$ cat src/rtl/imem_boot_loader_pkg.sv
// rtl/imem_boot_loader_pkg.sv - shared state encoding and default sizing for the boot loader
package imem_boot_loader_pkg;

  localparam int ADDR_W_DEF     = 8;
  localparam int DEPTH_DEF      = 256;
  localparam int RESET_HOLD_DEF = 4;

  typedef enum logic [2:0] {
    ST_IDLE,
    ST_LOAD,
    ST_HOLD,
    ST_RUN,
    ST_ERR
  } state_t;

endpackage

$ cat src/rtl/boot_checksum.sv
// rtl/boot_checksum.sv - 32-bit wrap-around accumulator with clear and add-enable
module boot_checksum (
  input  logic        clk,
  input  logic        rst,
  input  logic        clear,
  input  logic        add_en,
  input  logic [31:0] add_data,
  output logic [31:0] sum
);

  always_ff @(posedge clk or posedge rst) begin
    if (rst) begin
      sum <= '0;
    end else if (clear) begin
      sum <= '0;
    end else if (add_en) begin
      sum <= sum + add_data;
    end
  end

endmodule

$ cat src/rtl/imem_boot_loader.sv
// rtl/imem_boot_loader.sv - streams words into instruction memory and sequences core reset
// Optional checksum verification is built when IMEM_LOADER_CHECKSUM_EN is defined.
module imem_boot_loader
  import imem_boot_loader_pkg::*;
#(
  parameter int ADDR_W     = ADDR_W_DEF,
  parameter int DEPTH      = DEPTH_DEF,
  parameter int RESET_HOLD = RESET_HOLD_DEF
) (
  input  logic              clk,
  input  logic              rst,
  input  logic              start,
  input  logic [ADDR_W:0]   word_count,
  input  logic [31:0]       expected_sum,
  input  logic              s_valid,
  output logic              s_ready,
  input  logic [31:0]       s_data,
  output logic              im_en,
  output logic [ADDR_W-1:0] im_addr,
  output logic [31:0]       im_data,
  output logic              core_rst,
  output logic              busy,
  output logic              done,
  output logic              error
);

  localparam logic [ADDR_W:0] DEPTH_W   = (ADDR_W+1)'(DEPTH);
  localparam logic [3:0]      HOLD_LAST = 4'(RESET_HOLD - 1);

  state_t            state, state_nx;
  logic [ADDR_W:0]   remaining;
  logic [ADDR_W-1:0] ptr;
  logic [3:0]        hold_cnt;
  logic [ADDR_W:0]   clamped;
  logic              load_req;
  logic              xfer;
  logic              last_xfer;
  logic              sum_ok;

  assign clamped   = (word_count > DEPTH_W) ? DEPTH_W : word_count;
  assign load_req  = start && (state == ST_IDLE || state == ST_RUN || state == ST_ERR);
  assign xfer      = s_valid && s_ready;
  assign last_xfer = xfer && (remaining == (ADDR_W+1)'(1));

`ifdef IMEM_LOADER_CHECKSUM_EN
  logic [31:0] sum;
  logic [31:0] exp_sum_q;

  boot_checksum u_checksum (
    .clk      (clk),
    .rst      (rst),
    .clear    (load_req),
    .add_en   (xfer),
    .add_data (s_data),
    .sum      (sum)
  );

  // The final word is still in flight on the bus, so fold it in before comparing.
  assign sum_ok = ((sum + s_data) == exp_sum_q);

  always_ff @(posedge clk or posedge rst) begin
    if (rst) begin
      exp_sum_q <= '0;
      error     <= 1'b0;
    end else begin
      if (load_req) exp_sum_q <= expected_sum;
      error <= (state_nx == ST_ERR);
    end
  end
`else
  logic unused_sum;
  assign unused_sum = ^expected_sum;
  assign sum_ok     = 1'b1;
  assign error      = 1'b0;
`endif

  always_comb begin
    state_nx = state;
    case (state)
      ST_IDLE, ST_RUN, ST_ERR: begin
        if (start) state_nx = (clamped == '0) ? ST_HOLD : ST_LOAD;
      end
      ST_LOAD: begin
        if (last_xfer) state_nx = sum_ok ? ST_HOLD : ST_ERR;
      end
      ST_HOLD: begin
        if (hold_cnt == HOLD_LAST) state_nx = ST_RUN;
      end
      default: state_nx = ST_IDLE;
    endcase
  end

  // Status outputs are decoded from the next state so they change with the state register.
  always_ff @(posedge clk or posedge rst) begin
    if (rst) begin
      state     <= ST_IDLE;
      remaining <= '0;
      ptr       <= '0;
      hold_cnt  <= '0;
      s_ready   <= 1'b0;
      im_en     <= 1'b0;
      im_addr   <= '0;
      im_data   <= '0;
      core_rst  <= 1'b1;
      busy      <= 1'b0;
      done      <= 1'b0;
    end else begin
      state    <= state_nx;
      s_ready  <= (state_nx == ST_LOAD);
      core_rst <= (state_nx != ST_RUN);
      busy     <= (state_nx == ST_LOAD) || (state_nx == ST_HOLD);
      done     <= (state_nx == ST_RUN);
      im_en    <= xfer;
      hold_cnt <= (state == ST_HOLD) ? hold_cnt + 4'd1 : 4'd0;
      if (xfer) begin
        im_addr   <= ptr;
        im_data   <= s_data;
        ptr       <= ptr + 1'b1;
        remaining <= remaining - 1'b1;
      end
      if (load_req) begin
        remaining <= clamped;
        ptr       <= '0;
      end
    end
  end

endmodule

$ cat config.mk
export PLATFORM = sky130hd
export DESIGN_NAME = imem_boot_loader
export DESIGN_NICKNAME = d
export VERILOG_FILES = /design/src/rtl/imem_boot_loader_pkg.sv /design/src/rtl/boot_checksum.sv /design/src/rtl/imem_boot_loader.sv
export SDC_FILE = /design/constraint.sdc
export NUM_CORES = 1
export LEC_CHECK = 0
export ABC_AREA = 1
export CELL_PAD_IN_SITES_DETAIL_PLACEMENT = 1
export CELL_PAD_IN_SITES_GLOBAL_PLACEMENT = 2
export CORE_MARGIN = 2
export CORE_UTILIZATION = 22
export CTS_BUF_LIST = sky130_fd_sc_hd__clkbuf_16
export DETAILED_ROUTE_END_ITERATION = 6
export MAX_ROUTING_LAYER = met4
export PLACE_DENSITY_LB_ADDON = 0.1
export REMOVE_ABC_BUFFERS = 1
export SLEW_MARGIN = 20
export SYNTH_ARGS = -nofsm -noshare
export SYNTH_HDL_FRONTEND = slang
export SYNTH_HIERARCHICAL = 1
export SYNTH_SLANG_ARGS = --single-unit
$ cat constraint.sdc
create_clock -name clk -period 2.1 [get_ports clk]
set_clock_uncertainty 0.15 [all_clocks]
set_input_delay 0.21 -clock clk [delete_from_list [all_inputs] [get_ports clk]]
set_output_delay 0.21 -clock clk [all_outputs]
set_load 0.02 [all_outputs]
==> results.py <==
metrics = {
    "floorplan": {
        "start_util": 0.225,
        "num_rows": 43,
        "die_w_microns": 123,
        "coreArea_sq_um": 13900,
        "fp.dieArea_sq_um": 15200,
        "die_h_microns": 123,
        "io_pins": 123,
    },
    "status": {
        "status": "finished, final reports clean",
    },
    "critical_path": {
        "crit_path_end_kind": "output pin",
        "path_max_fanout": 1,
        "cp_top_family": "buffers and inverters",
        "cp.arrival_ps": 1460,
        "cpMaxStageDelayCell": "clkdlybuf4s50_1",
        "rrSetupSlack_ps": 340,
        "critPathRequiredTime_ps": 1740,
        "max_stage_delay_ps": 610,
        "start_kind": "flip-flop",
        "timing.critical_path.cells": "clkdlybuf4s50_1",
        "path_class": "flip-flop to output pin",
        "cp_num_buf_inv": 1,
    },
    "synthesis": {
        "synth_warnings": 6,
        "syn_area_sq_um": 3130,
        "syn_area_per_cell_sq_um": 8.48,
        "synth_cell_type_count": 34,
        "ys_ff_latch": 69,
        "synth_edf_count": 0,
        "ys.flop_type": "dfrtp_1",
        "ys_seq_area_frac": 0.552,
        "synthArstFlopShare": 1.00,
        "syn_inst": 369,
    },
    "layout": {
        "final_cell_mix": "nand2_1 (144), clkdlybuf4s50_1 (89), dfrtp_1 (68)",
        "final_cell_count_no_fill": 650,
        "final_common_cell": "nand2_1",
        "diodes": 0,
        "fin_util": 0.332,
        "layout.nets": 546,
        "drive_gt1_frac": 0.0915,
        "area_growth_pct": 47.5,
    },
    "sta": {
        "finalSetupViolCount": 0,
        "grt_setup_unrepaired": "no",
        "finalCriticalPeriod_ps": 1820,
        "worst_slack_ps": 282,
        "final_hold_viol_count": 0,
        "fin_crit_sh": 0.866,
        "finalSetupTns_ps": 0,
        "slew_violations": 0,
        "fmax_mhz": 550,
    },
    "clock_tree": {
        "cts.repair.resized": 0,
        "numCtsBuffers": 9,
        "worstSkewPairLatency_ps": 330,
        "h-tree-depth": 3,
        "cts_tree": "yes",
        "cts-root-buf": "clkbuf_16",
        "clk_pin_slew_ps": 60,
        "clock_sinks": 69,
        "hold_buffers": 0,
        "cts_setup_buffers": 0,
        "clockBufferDepth": 2,
    },
    "power_and_ir_drop": {
        "ir_drop_mv": 0.423,
        "p_per_area_nw_per_um2": 1310,
        "leakage_nw": 2.21,
    },
    "detailed_routing": {
        "ant_nets": 0,
        "drtIter0Drc": 89,
        "wirelength_microns": 8870,
        "avgRoutedWirePerCell_microns": 13.6,
        "via_per_inst": 4.17,
        "dr.pass1.iters": 4,
        "drc": 0,
        "vias": 2712,
    },
    "global_routing": {
        "grt_max_degree": 70,
        "grt_pass1_wl_microns": 14000,
        "grt_use_total": 0.126,
        "grt_pass1_vias": 2753,
        "grt_overflow": 0,
        "antenna_found_initial": 0,
    },
    "placed_design": {
        "portBuffers": 89,
        "pre_cts_ws_ps": 196,
        "dp_hpwl_microns": 6300,
        "dp_cells": 634,
        "finalWeightedCongestion": 0.685,
    },
    "run": {
        "maxCapViolCount": 0,
    },
    "hold_path": {
        "hp-class": "input port to async pin",
    },
}
final timing paths:
check                               end   startpoint  cells after the start
max                            core_rst     core_rst                      1
min                                done          rst                      3
min reg2reg                 hold_cnt[0]  hold_cnt[0]                      1
max reg2reg                remaining[7]     state[1]                      7
max in group asynchronous        ptr[0]          rst                      3
min in group clk            im_data[18]   s_data[18]                      3
where the power goes:
part	internal [mW]	switching (mW)	leakage [nW]	total [mW]
Sequential	1.76	0.261	0.861	2.02
Clock	1.28	0.569	0.175	1.85
Combinational	0.941	1.25	1.17	2.19
Total	3.98	2.08	2.21	6.06
kinds of logic after synthesis:
kind of cell,share of synthesized area
adders and majority gates,0.0160
DFF,0.552
and+or+nand+nor,0.288
AOI/OAI and AO/OA,0.0696
other,0.00120
xor gates and xnor gates,0.0140
buffers and inverters,0.0588
registers in the layout (all words and copies together) (netlist names):
name,count
ptr,8
im_data,32
done,1
remaining,9
im_addr,8
s_ready,1
state,3
hold_cnt,4
core_rst,1
im_en,1
busy,1
cell usage after synthesis (3+ instances only):
cell	count	area (sq um)
a21oi_1	11	55.1
buf_2	7	35.0
dfrtp_1	68	1700
ha_1	4	50.1
inv_1	31	116
nand2_1	144	541
nand2_2	6	37.5
nand2_4	4	45.0
nand3_1	13	65.1
nand4_1	3	18.8
nor2_1	25	93.8
nor2_2	3	18.8
nor3_1	7	35.0
o21ai_0	16	80.1
xor2_1	5	43.8
area by class of cell:
type | count | area [sq um]
clock buffers | 9 | 225
clock inverters | 7 | 136
fillers | 1643 | 9270
inverters | 33 | 126
multi-input cells | 256 | 1220
flip-flops and latches | 69 | 1730
well taps | 180 | 225
repair buffers | 96 | 956
through the flow:
step / instance area (sq um) / hold WS (ps) / total power [mW]
2_1_floorplan: 3070 / 131 / 3.24
3_3_place_gp: 4250 / 307 / 4.25
3_5_place_dp: 4250 / 313 / 4.29
4_1_cts: 4610 / 145 / 6.20
5_1_grt: 4610 / 148 / 6.49
6_report: 4610 / 104 / 6.06
layer usage:
layer / share of wire / routed length, microns / GRT usage / vias to the layer above
li1: - / - / - / 1351
met1: 0.46 / 4120 / 0.156 / 1289
met2: 0.47 / 4130 / 0.198 / 62
met3: 0.056 / 501 / 0.0327 / 10
met4: 0.014 / 121 / 0.0483 / 0
met5: 0 / 0 / - / -
(Power assumes the default switching activity.)
